**config.mk**
```make
export PLATFORM = sky130hd
export DESIGN_NAME = shift_seq_ctrl
export DESIGN_NICKNAME = d
export VERILOG_FILES = /design/src/rtl/alu_shift_pkg.sv /design/src/rtl/shift_step.sv /design/src/rtl/shift_seq_ctrl.sv
export SDC_FILE = /design/constraint.sdc
export NUM_CORES = 1
export LEC_CHECK = 0
export BUFFER_PORTS_ARGS = -buffer_cell sky130_fd_sc_hd__buf_2
export CAP_MARGIN = 20
export CORE_AREA = 4 4 45 47
export DETAILED_ROUTE_END_ITERATION = 8
export DIE_AREA = 0 0 49 51
export GPL_TIMING_DRIVEN = 0
export PLACE_DENSITY = 0.91
export SLEW_MARGIN = 20
export SYNTH_ARGS = -nofsm -noshare
export SYNTH_HDL_FRONTEND = slang
export SYNTH_SLANG_ARGS = --single-unit
export TNS_END_PERCENT = 5
```
**constraint.sdc**
```tcl
create_clock -name clk -period 2.8 [get_ports clk]
set_clock_uncertainty 0.1 [all_clocks]
set_input_delay 0.42 -clock clk [delete_from_list [all_inputs] [get_ports clk]]
set_output_delay 0.42 -clock clk [all_outputs]
set_load 0.01 [all_outputs]
```
**src/rtl/alu_shift_pkg.sv**
```systemverilog
// Shared definitions for the sequential shift unit: opcodes, FSM states, opcode check.
// Pure declarations; no latency or handshake of its own.
package alu_shift_pkg;

   localparam logic [2:0] OP_SLL = 3'b000;
   localparam logic [2:0] OP_SRL = 3'b001;
   localparam logic [2:0] OP_SRA = 3'b010;
   localparam logic [2:0] OP_ROL = 3'b011;
   localparam logic [2:0] OP_ROR = 3'b100;

   typedef enum logic [1:0] {
      ST_IDLE  = 2'd0,
      ST_SHIFT = 2'd1,
      ST_DONE  = 2'd2
   } state_t;

   function automatic logic op_legal(input logic [2:0] op);
      return (op <= OP_ROR);
   endfunction

endpackage

```
**src/rtl/shift_step.sv**
```systemverilog
// Combinational one-position shifter/rotator; zero latency.
// No handshake: the caller decides when the step result is captured.
module shift_step
   import alu_shift_pkg::*;
#(
   parameter int WIDTH = 4
) (
   input  logic [WIDTH-1:0] d,
   input  logic [2:0]       op,
   output logic [WIDTH-1:0] d_next,
   output logic             bit_out
);

   always_comb begin
      d_next  = d;
      bit_out = 1'b0;
      case (op)
         OP_SLL: begin
            d_next  = {d[WIDTH-2:0], 1'b0};
            bit_out = d[WIDTH-1];
         end
         OP_SRL: begin
            d_next  = {1'b0, d[WIDTH-1:1]};
            bit_out = d[0];
         end
         OP_SRA: begin
            d_next  = {d[WIDTH-1], d[WIDTH-1:1]};
            bit_out = d[0];
         end
         OP_ROL: begin
            d_next  = {d[WIDTH-2:0], d[WIDTH-1]};
            bit_out = d[WIDTH-1];
         end
         OP_ROR: begin
            d_next  = {d[0], d[WIDTH-1:1]};
            bit_out = d[0];
         end
         default: ;
      endcase
   end

endmodule

```
**src/rtl/shift_seq_ctrl.sv**
```systemverilog
// Sequential shift unit, one bit position per clock; accept-to-out_valid = amt+1 cycles (1 for amt 0 / illegal op).
// Backpressure: result held in DONE until out_ready; in_ready low while busy. SHIFT_SEQ_FLAGS_EN adds out_zero/out_neg.
module shift_seq_ctrl
   import alu_shift_pkg::*;
#(
   parameter int WIDTH = 4,
   parameter int AMT_W = 3
) (
   input  logic             clk,
   input  logic             rst_n,
   input  logic             in_valid,
   output logic             in_ready,
   input  logic [WIDTH-1:0] in_data,
   input  logic [AMT_W-1:0] in_amt,
   input  logic [2:0]       in_op,
   output logic             out_valid,
   input  logic             out_ready,
   output logic [WIDTH-1:0] out_data,
   output logic             out_carry,
   output logic             out_err
`ifdef SHIFT_SEQ_FLAGS_EN
   ,
   output logic             out_zero,
   output logic             out_neg
`endif
);

   localparam logic [AMT_W-1:0] CNT_ONE  = AMT_W'(1);
   localparam logic [AMT_W-1:0] CNT_ZERO = '0;

   state_t           state, state_nxt;
   logic [WIDTH-1:0] work_q;
   logic             carry_q;
   logic             err_q;
   logic [2:0]       op_q;
   logic [AMT_W-1:0] cnt_q;
   logic [WIDTH-1:0] step_d;
   logic             step_bit;
   logic             accept;

   assign accept = in_valid & in_ready;

   shift_step #(.WIDTH(WIDTH)) u_step (
      .d       (work_q),
      .op      (op_q),
      .d_next  (step_d),
      .bit_out (step_bit)
   );

   always_ff @(posedge clk) begin
      if (!rst_n) state <= ST_IDLE;
      else        state <= state_nxt;
   end

   always_comb begin
      state_nxt = state;
      in_ready  = 1'b0;
      out_valid = 1'b0;
      case (state)
         ST_IDLE: begin
            in_ready = 1'b1;
            if (in_valid) begin
               // amt 0 and illegal ops skip the shift loop entirely
               if (op_legal(in_op) && (in_amt != CNT_ZERO)) state_nxt = ST_SHIFT;
               else                                          state_nxt = ST_DONE;
            end
         end
         ST_SHIFT: begin
            if (cnt_q == CNT_ONE) state_nxt = ST_DONE;
         end
         ST_DONE: begin
            out_valid = 1'b1;
            if (out_ready) state_nxt = ST_IDLE;
         end
         default: state_nxt = ST_IDLE;
      endcase
   end

   always_ff @(posedge clk) begin
      if (!rst_n) begin
         work_q  <= '0;
         carry_q <= 1'b0;
         err_q   <= 1'b0;
         op_q    <= OP_SLL;
         cnt_q   <= '0;
      end else begin
         case (state)
            ST_IDLE: begin
               if (accept) begin
                  work_q  <= in_data;
                  carry_q <= 1'b0;
                  err_q   <= ~op_legal(in_op);
                  op_q    <= in_op;
                  cnt_q   <= in_amt;
               end
            end
            ST_SHIFT: begin
               work_q  <= step_d;
               carry_q <= step_bit;
               cnt_q   <= cnt_q - CNT_ONE;
            end
            default: ;
         endcase
      end
   end

   assign out_data  = work_q;
   assign out_carry = carry_q;
   assign out_err   = err_q;

`ifdef SHIFT_SEQ_FLAGS_EN
   logic zero_q, neg_q;

   // Flags track work_q edge-for-edge so they stay aligned with out_data.
   always_ff @(posedge clk) begin
      if (!rst_n) begin
         zero_q <= 1'b0;
         neg_q  <= 1'b0;
      end else if (state == ST_IDLE && accept) begin
         zero_q <= (in_data == '0);
         neg_q  <= in_data[WIDTH-1];
      end else if (state == ST_SHIFT) begin
         zero_q <= (step_d == '0);
         neg_q  <= step_d[WIDTH-1];
      end
   end

   assign out_zero = zero_q;
   assign out_neg  = neg_q;
`endif

endmodule

```
==> results of run 1 <==
==> cell type report <==
cell class,count,share of cell area (%)
plain buffers,6,3.269
clock buffers,4,3.511
inverters,5,1.816
multi-input cells,78,52.54
flip-flops and latches,14,27.12
well taps,17,2.058
repair buffers,20,9.685
==> per-layer routing <==
metal	GRT usage [%]	vias up
li1	-	415
met1	18.97	400
met3	3.790	4
met2	29.78	33
met4	8.520	0
met5	0	-
==> worst max-delay path, cell delays in order (launching register included) <==
cell and delay (ns):
dfxtp_1 0.40, buf_2 0.26, nor2b_1 0.09, buf_2 0.15
==> worst paths after layout <==
check	start	to	slack (ns)	cells past startpoint
worst min-delay path	in_op[2]	op_q[2]	0.29	3
worst min register to register	out_err	out_err	0.36	2
worst max register to register	op_q[1]	out_data[1]	1.30	4
worst max-delay path	state[0]	out_valid	1.11	3
==> synthesized netlist by cell type (all sizes together) (3+ instances only) <==
cell type   n  area share, %
dfxtp      14             32
nand2      14            6.0
mux2i       7            8.0
o21ai       6            3.9
a21boi      5            4.3
inv         5            2.1
nand3       5            2.9
buf         4            3.0
a21oi       3            1.7
nor2        3            1.3
nor2b       3            2.1
o21bai      3            2.6
==> state kept, by name (all words and copies together) (netlist names) <==
register	count
state	2
out_data	4
out_err	1
cnt_q	3
out_carry	1
op_q	3
==> kinds of logic after synthesis <==
group / synth area share, %
DFF: 32.00
adders and majority gates: 2.857
AOI/OAI and AO/OA: 27.00
xor gates and xnor gates: 2.000
buffers and inverters: 6.000
muxes: 8.000
and+or+nand+nor: 22.14
==> metrics by stage <==
stage | cell area [µm²] | total power, mW | instances | worst slack (ns) | hold WS (ns)
final | 1033 | 0.5527 | 144 | 1.107 | 0.2899
after global placement | 997.2 | 0.4044 | 140 | 1.324 | 0.3482
after global routing | 1033 | 0.5871 | 144 | 0.9909 | 0.2895
after floorplan | 875.8 | 0.3633 | 103 | 1.470 | 0.3563
after detailed placement | 997.2 | 0.4121 | 140 | 1.271 | 0.3544
after CTS | 1033 | 0.5546 | 144 | 1.102 | 0.2900
==> cells in the final DEF, fill, tap and decap left out, types with 2 or more instances in the layout <==
| master | count |
|---|---|
| mux2i_1 | 7 |
| xor2_1 | 2 |
| clkbuf_4 | 3 |
| buf_2 | 23 |
| a21oi_1 | 3 |
| o21ai_0 | 4 |
| inv_1 | 5 |
| nor2_1 | 3 |
| o21bai_1 | 3 |
| o22ai_1 | 2 |
| nand2_1 | 14 |
| clkbuf_1 | 2 |
| nor2b_1 | 3 |
| dfxtp_1 | 14 |
| a21boi_0 | 4 |
| nand2b_1 | 2 |
| ha_1 | 2 |
| nand3_1 | 5 |
| and3_1 | 2 |
==> where the power goes <==
| group | switching (mW) | total [mW] | internal [mW] |
|---|---|---|---|
| logic | 0.0932 | 0.170 | 0.0768 |
| registers | 0.0188 | 0.239 | 0.220 |
| clock network | 0.0647 | 0.144 | 0.0790 |
==> flow_summary.yaml, run 1 <==
routing:
  route.met2.wl_um: 967
  met3_length_um: 108
  wirelength_um: 1953
  ant_nets: 0
  vias_per_cell: 5.917
  drt-initial-drc-count: 15
  drt-met1-wl_um: 847
  routedWlPerCell_um: 13.56
  routed.top_layer: "met4"
  drc: 0
  firstDrtPassIters: 4
  vias: 852
yosys:
  synth_flop_cell: "dfxtp_1"
  syn_inst: 103
  avgSynthCellArea_um2: 8.503
  synth_edf_count: 0
  ys_ff_latch: 14
  syn-num-nets: 119
  synthArstFlopShare_pct: 0
  yosysWarnings: 0
  syn-cell-area_um2: 875.8
  ys_seq_area_share_pct: 32.00
  synth_cell_type_count: 41
die:
  dieArea_um2: 2499
  ioPinCount: 22
  core_area_um2: 1652
  die_x_um: 49
  die_y_um: 51
  rows: 15
  initial_core_util_pct: 53.03
sta:
  maxSlewViolCount: 0
  period_share_pct: 60.47
  tns_ns: 0
  finalHoldViolCount: 0
  finalSetupViolations: 0
  max_freq_ghz: 0.5906
  relSlewSlack_pct: 70.76
  worstMarginPinSlew_ns: 0.4331
  fin_crit_ns: 1.693
  rsz0062_at_grt: "no"
clocking:
  cts_tree: "built"
  cts_setup_buffers: 0
  cts_resized: 0
  cts_sinks: 14
  clk_pin_slew_ns: 0.09
  root_buffer: "clkbuf_4"
  cts-buffers-inserted: 3
  clockBufferDepth: 2
  clk_latency_ns: 0.28
  ctsHtreeMaxLevel: 1
  holdBufCountCts: 0
critical_path:
  worstPathArrival_ns: 1.17
  endpoint_kind: "output pin"
  crit_type: "flip-flop to output pin"
  crit_path_start_kind: "flip-flop"
  worstPathMaxFanout: 10
  required_ns: 2.28
worst_hold_path:
  hp-class: "input port to flip-flop"
grt:
  grt_max_degree: 11
  grt_pass1_vias: 793
  grt_antenna_before_repair: 0
  grt_first_pass_wirelength_um: 3360
  grt_use_total_pct: 16.91
  grt-ovfl-total: 0
placement:
  io_buffers: 20
  gp_congestion: 0.8575
  dp_hpwl_um: 1483
power:
  max-vdd-ir-drop_mv: 0.3101
  p_leak_nw: 0.4732
  power.density_nw_per_um2: 534.8
finish:
  nets: 144
  layout-drive-gt1-share_pct: 26.77
  multiInputGateArea_um2: 543.0
  n_antenna_cell: 0
  final-seq-area_um2: 280.3
  nFillCells: 151
  postLayoutCoreUtil_pct: 62.58
  syn_to_final_growth_pct: 18.00
run_status:
  status: "finished clean"
run:
  drv_cap: 0
Note: power is estimated with default switching activity, not from simulation.
==> run 2, diff against run 1 <==
CORE_AREA = 4 4 49 51   (was 4 4 45 47)
DIE_AREA = 0 0 53 55   (was 0 0 49 51)
PLACE_DENSITY = 0.82   (was 0.91)
clock period = 1.4 ns   (was 2.8 ns; I/O delays follow)
==> run 2 against run 1 <==
Net effect:
- via count shrank 0.94%
- routed wire length grew 9.6%
- register-to-register slack lost 1.3 ns
- worst hold slack lost 0.22 ns
- non-clock buffer count is the same
- largest cell class unchanged
- largest power group unchanged
==> flow_summary.yaml, run 2 (synthesized netlist as in run 1, its figures left out) <==
run_status:
  status: "finished clean"
critical_path:
  crit_type: "flip-flop to flip-flop"
  reg2regPathDepth: 4
  reg2reg_from: "op_q[0]"
  rrSetupSlack_ns: 0.02
  crit_path_start_kind: "flip-flop"
  r2r_end: "out_data[2]"
  worstPathMaxFanout: 8
  worstPathArrival_ns: 1.50
  endpoint_kind: "flip-flop"
  required_ns: 1.51
placement:
  dp_hpwl_um: 1529
  place_ws_ns: -0.03429
  place_inst: 150
  dpl-instance-area_um2: 1010
  gp_congestion: 0.8051
  io_buffers: 20
routing:
  vias: 844
  vias_per_cell: 5.481
  met3_length_um: 74
  firstDrtPassIters: 4
  wirelength_um: 2141
  routed.top_layer: "met4"
  drt-initial-drc-count: 10
  drc: 0
  ant_nets: 0
  drt-met1-wl_um: 889
  route.met2.wl_um: 1138
  routedWlPerCell_um: 13.90
sta:
  period_share_pct: 98.77
  fin_crit_ns: 1.383
  rsz0062_at_grt: "yes"
  max_freq_ghz: 0.7232
  setup_ws_ns: 0.01727
  finalSetupViolations: 0
  relSlewSlack_pct: 69.97
  worstMarginPinSlew_ns: 0.4448
  maxSlewViolCount: 0
  finalHoldViolCount: 0
finish:
  syn_to_final_growth_pct: 28.71
  final-instance-count-excl-fill: 154
  stdcell_area_um2: 1127
  mostFrequentLayoutCells: "buf_2, nand2_1, dfxtp_1, mux2i_1"
  nets: 144
  nFillCells: 179
  postLayoutCoreUtil_pct: 58.05
  final_common_cell: "buf_2"
  layout-drive-gt1-share_pct: 33.86
  n_antenna_cell: 0
  largest_register_ff_count: 4
die:
  die_x_um: 53
  core_area_um2: 1942
  ioPinCount: 22
  die_y_um: 55
  rows: 16
  initial_core_util_pct: 45.10
  dieArea_um2: 2915
worst_hold_path:
  hold_path.startpoint: "in_op[1]"
  hold_path_end: "op_q[1]"
  holdPathStages: 3
  hp-class: "input port to flip-flop"
clocking:
  holdBufCountCts: 0
  cts_tree: "built"
  clockBufferDepth: 2
  clk_latency_ns: 0.28
  root_buffer: "clkbuf_4"
  clk_pin_slew_ns: 0.09
  cts-buffers-inserted: 3
  ctsHtreeMaxLevel: 1
  cts_sinks: 14
grt:
  grt_max_degree: 11
  grt_antenna_before_repair: 0
  grt_use_total_pct: 14.89
  grt-ovfl-total: 0
  grt_first_pass_wirelength_um: 3215
  grt_pass1_vias: 771
power:
  totalPowerFinal_mw: 1.166
  max-vdd-ir-drop_mv: 0.6738
  p_leak_nw: 0.4825
  power.density_nw_per_um2: 1035
run:
  drv_cap: 0
run 2: cell counts in the layout (fill, tap and decap cells not counted):
Identical to the previous run, type by type.
run 2: where the power goes:
group          internal, mW  switching, mW  total, mW
registers             0.441         0.0524      0.494
clock network         0.158          0.138      0.296
logic                 0.182          0.194      0.376
run 2: what timing repair did:
item,4_1_cts,5_1_grt
pin swaps,1,3
setup buffers,0,1
resized for setup,6,19
setup endpoints to repair,9,9
run 2: critical path, cell delays in order (launching register included):
cell,delay [ns]
dfxtp_4,0.40
or2_4,0.25
a31oi_4,0.23
mux2i_1,0.22
o21bai_1,0.13
run 2: area by class of cell:
type / count / area [µm²] / area share [%]
Sequential cell: 14 / 292.8 / 25.97
Inverter: 5 / 18.77 / 1.665
Timing Repair Buffer: 21 / 107.6 / 9.545
Multi-Input combinational cell: 78 / 596.8 / 52.94
Clock buffer: 4 / 36.28 / 3.219
Buffer: 5 / 41.29 / 3.663
Tap cell: 27 / 33.78 / 2.997
run 2: metal layers:
layer,vias up,GRT usage [%]
met2,18,28.72
met1,403,15.35
met3,6,3.217
li1,417,-
met4,0,6.809
met5,-,0
run 2: worst max-delay path by stage:
stage	start	to
2_1_floorplan	op_q[0]	out_data[1]
3_3_place_gp	state[1]	cnt_q[2]
3_5_place_dp	op_q[0]	out_data[2]
4_1_cts	state[0]	in_ready
5_1_grt	op_q[0]	out_data[2]
6_report	op_q[0]	out_data[2]
run 2: metrics by stage:
stage	hold WS [ns]	TNS (ns)
floorplan	0.2550	0
global placement	0.3486	-0.02536
detailed placement	0.3586	-0.1005
CTS	0.06832	-0.06541
global route	0.06406	-0.08441
finish	0.06644	0
==> run 3, diff against run 2 <==
CORE_AREA = 4 4 51 53   (was 4 4 49 51)
DIE_AREA = 0 0 55 57   (was 0 0 53 55)
PLACE_DENSITY = 0.83   (was 0.82)
SYNTH_HIERARCHICAL = 1   (was not set)
==> run 3 against run 2 <==
Net effect:
- the run now ends with setup timing left
- clock-buffer cell count did not move
- die area is 7.5% higher
- setup slack got worse by 0.19 ns
- synthesized area grew 13%
- largest power group unchanged
==> flow_summary.yaml, run 3 <==
yosys:
  synthArstFlopShare_pct: 0
  yosys.area.top_type: "dfxtp_1"
  syn-num-nets: 121
  synth_flop_cell: "dfxtp_1"
  synth_edf_count: 0
  ys_ff_latch: 14
  syn_inst: 105
  avgSynthCellArea_um2: 9.390
  yosysWarnings: 6
  post-synth-top-count-cell: "dfxtp_1"
  netlist.area_leader.share_pct: 28.43
  synth_cell_type_count: 37
  ys_top_cells_by_area: "dfxtp_1, mux2i_1, buf_6, a211oi_2, nor2_1"
  ys_seq_area_share_pct: 28.43
  syn-cell-area_um2: 985.9
  synthTopCellsByCount: "dfxtp_1, mux2i_1, nor2_1"
critical_path:
  rrSetupSlack_ns: -0.18
  required_ns: 1.45
  crit_path_start_kind: "flip-flop"
  crit_type: "flip-flop to flip-flop"
  worstPathArrival_ns: 1.62
  endpoint_kind: "flip-flop"
  r2r_end: "out_data[2]"
  reg2regPathDepth: 6
  worstPathMaxFanout: 7
  startpoint: "op_q[1]"
  reg2reg_from: "op_q[1]"
run_status:
  status: "finished, violations left"
  violations: "setup timing"
power:
  seqPwrFrac_pct: 39.8
  p_leak_nw: 0.5294
  p_comb_share_pct: 36.7
  power.density_nw_per_um2: 995.8
  clkPwrFrac_pct: 23.5
  p_int_mw: 0.8288
  switchingPower_mw: 0.4059
  max-vdd-ir-drop_mv: 0.4989
  netSwitchingFraction_pct: 32.88
worst_hold_path:
  hp-class: "input port to flip-flop"
  hold_path_end: "state[0]"
  holdPathStages: 3
  hold_path.startpoint: "rst_n"
finish:
  n_antenna_cell: 0
  multiInputGateArea_um2: 641.9
  nets: 152
  nFillCells: 182
  stdcell_area_um2: 1240
  final-seq-area_um2: 286.5
  layout-drive-gt1-share_pct: 42.96
  final_common_cell: "buf_2"
  largest_register_ff_count: 4
  mostFrequentLayoutCells: "buf_2, dfxtp_1, mux2i_1, nor2_1, buf_6"
  final-instance-count-excl-fill: 163
  syn_to_final_growth_pct: 25.76
routing:
  wirelength_um: 2333
  drt-initial-drc-count: 24
  routedWlPerCell_um: 14.31
  drc: 0
  vias_per_cell: 5.509
  firstDrtPassIters: 4
  vias: 898
  ant_nets: 0
clocking:
  cts_tree: "built"
  cts-buffers-inserted: 3
  clk_latency_ns: 0.27
  root_buffer: "clkbuf_4"
  clk_pin_slew_ns: 0.09
  ctsHtreeMaxLevel: 1
  clockBufferDepth: 2
  cts_sinks: 14
grt:
  grt_use_total_pct: 16.68
  grt-ovfl-total: 0
  grt_max_degree: 11
  grt_antenna_before_repair: 0
  grt_pass1_vias: 882
  grt_first_pass_wirelength_um: 3884
run:
  drv_cap: 0
placement:
  gp_congestion: 0.7122
  dp_hpwl_um: 1629
  io_buffers: 21
  dpl-instance-area_um2: 1127
  place_ws_ns: -0.2106
  place_inst: 154
die:
  core_area_um2: 2148
  rows: 17
  initial_core_util_pct: 45.89
  die_y_um: 57
  dieArea_um2: 3135
  ioPinCount: 22
  die_x_um: 55
sta:
  fin_crit_ns: 1.577
  relSlewSlack_pct: 64.43
  worstMarginPinSlew_ns: 0.5335
  setup_ws_ns: -0.1766
  rsz0062_at_grt: "yes"
  period_share_pct: 112.6
  finalHoldViolCount: 0
  maxSlewViolCount: 0
  finalSetupViolations: 5
  tns_ns: -0.5550
  max_freq_ghz: 0.6343
==> run 3: cell count changes in the layout (fill, tap and decap cells not counted), sizes merged, moves of 4 or more <==
| cell | delta |
|---|---|
| a211oi | +6 |
| a21boi | -5 |
| buf | +8 |
| mux2i | +4 |
| nand2 | -13 |
| nor2 | +7 |
| o211ai | +4 |
==> run 3: cells by family after synthesis <==
group	count (synthesis)	synth area share, %
xor gates and xnor gates	2	2.539
muxes	12	12.31
AOI/OAI and AO/OA	31	25.38
DFF	14	28.43
adders and majority gates	2	2.538
buffers and inverters	12	9.262
and+or+nand+nor	32	19.54
==> run 3: through the flow <==
stage | hold slack [ns] | total power [mW] | util (%)
CTS | 0.08180 | 1.217 | 56.49
finish | 0.08139 | 1.235 | 57.72
global route | 0.08455 | 1.310 | 57.72
floorplan | 0.2484 | 0.7984 | -
detailed placement | 0.3487 | 0.9059 | 52.48
global placement | 0.3442 | 0.8855 | 52.48
==> run 3: timing repair <==
item                                    CTS  global route
gates resized for setup                   4             7
endpoints found under the setup margin    5             9
buffers inserted                          4             1
pin swaps                                 1             2
hold buffers                              0             0
==> run 3: power groups by stage <==
stage | logic, mW | clock network, mW | registers, mW
4_1_cts | 0.437 | 0.292 | 0.488
2_1_floorplan | 0.302 | 0 | 0.496
3_3_place_gp | 0.390 | 0 | 0.496
5_1_grt | 0.496 | 0.314 | 0.500
3_5_place_dp | 0.407 | 0 | 0.499
6_report | 0.453 | 0.290 | 0.491
==> run 3: worst max path at each step <==
stage	endpoint	depth (start not counted)
after floorplan	out_data[2]	6
after global placement	out_data[2]	6
after detailed placement	out_data[2]	6
after CTS	out_data[2]	6
after global routing	out_data[2]	6
final	out_data[2]	6
==> run 3: worst max-delay path, stage by stage, from the launching register on <==
cell and delay (ns):
dfxtp_2 0.33, buf_6 0.13, or3_4 0.38, o211ai_2 0.10
o21ai_2 0.08, mux2i_2 0.21, a211oi_2 0.10
==> run 3: final cells by class <==
class | instances | share of cell area, %
plain buffers | 8 | 6.357
clock buffers | 4 | 2.926
inverters | 4 | 1.211
multi-input cells | 79 | 51.77
flip-flops and latches | 14 | 23.11
well taps | 28 | 2.825
repair buffers | 26 | 11.81
==> run 3: routing by layer <==
| layer | track usage [%] | vias up | wire length, µm |
|---|---|---|---|
| met5 | 0 | - | 0 |
| met2 | 29.73 | 23 | 1267 |
| met1 | 19.03 | 428 | 960 |
| li1 | - | 445 | - |
| met3 | 3.916 | 2 | 90 |
| met4 | 4.861 | 0 | 14 |
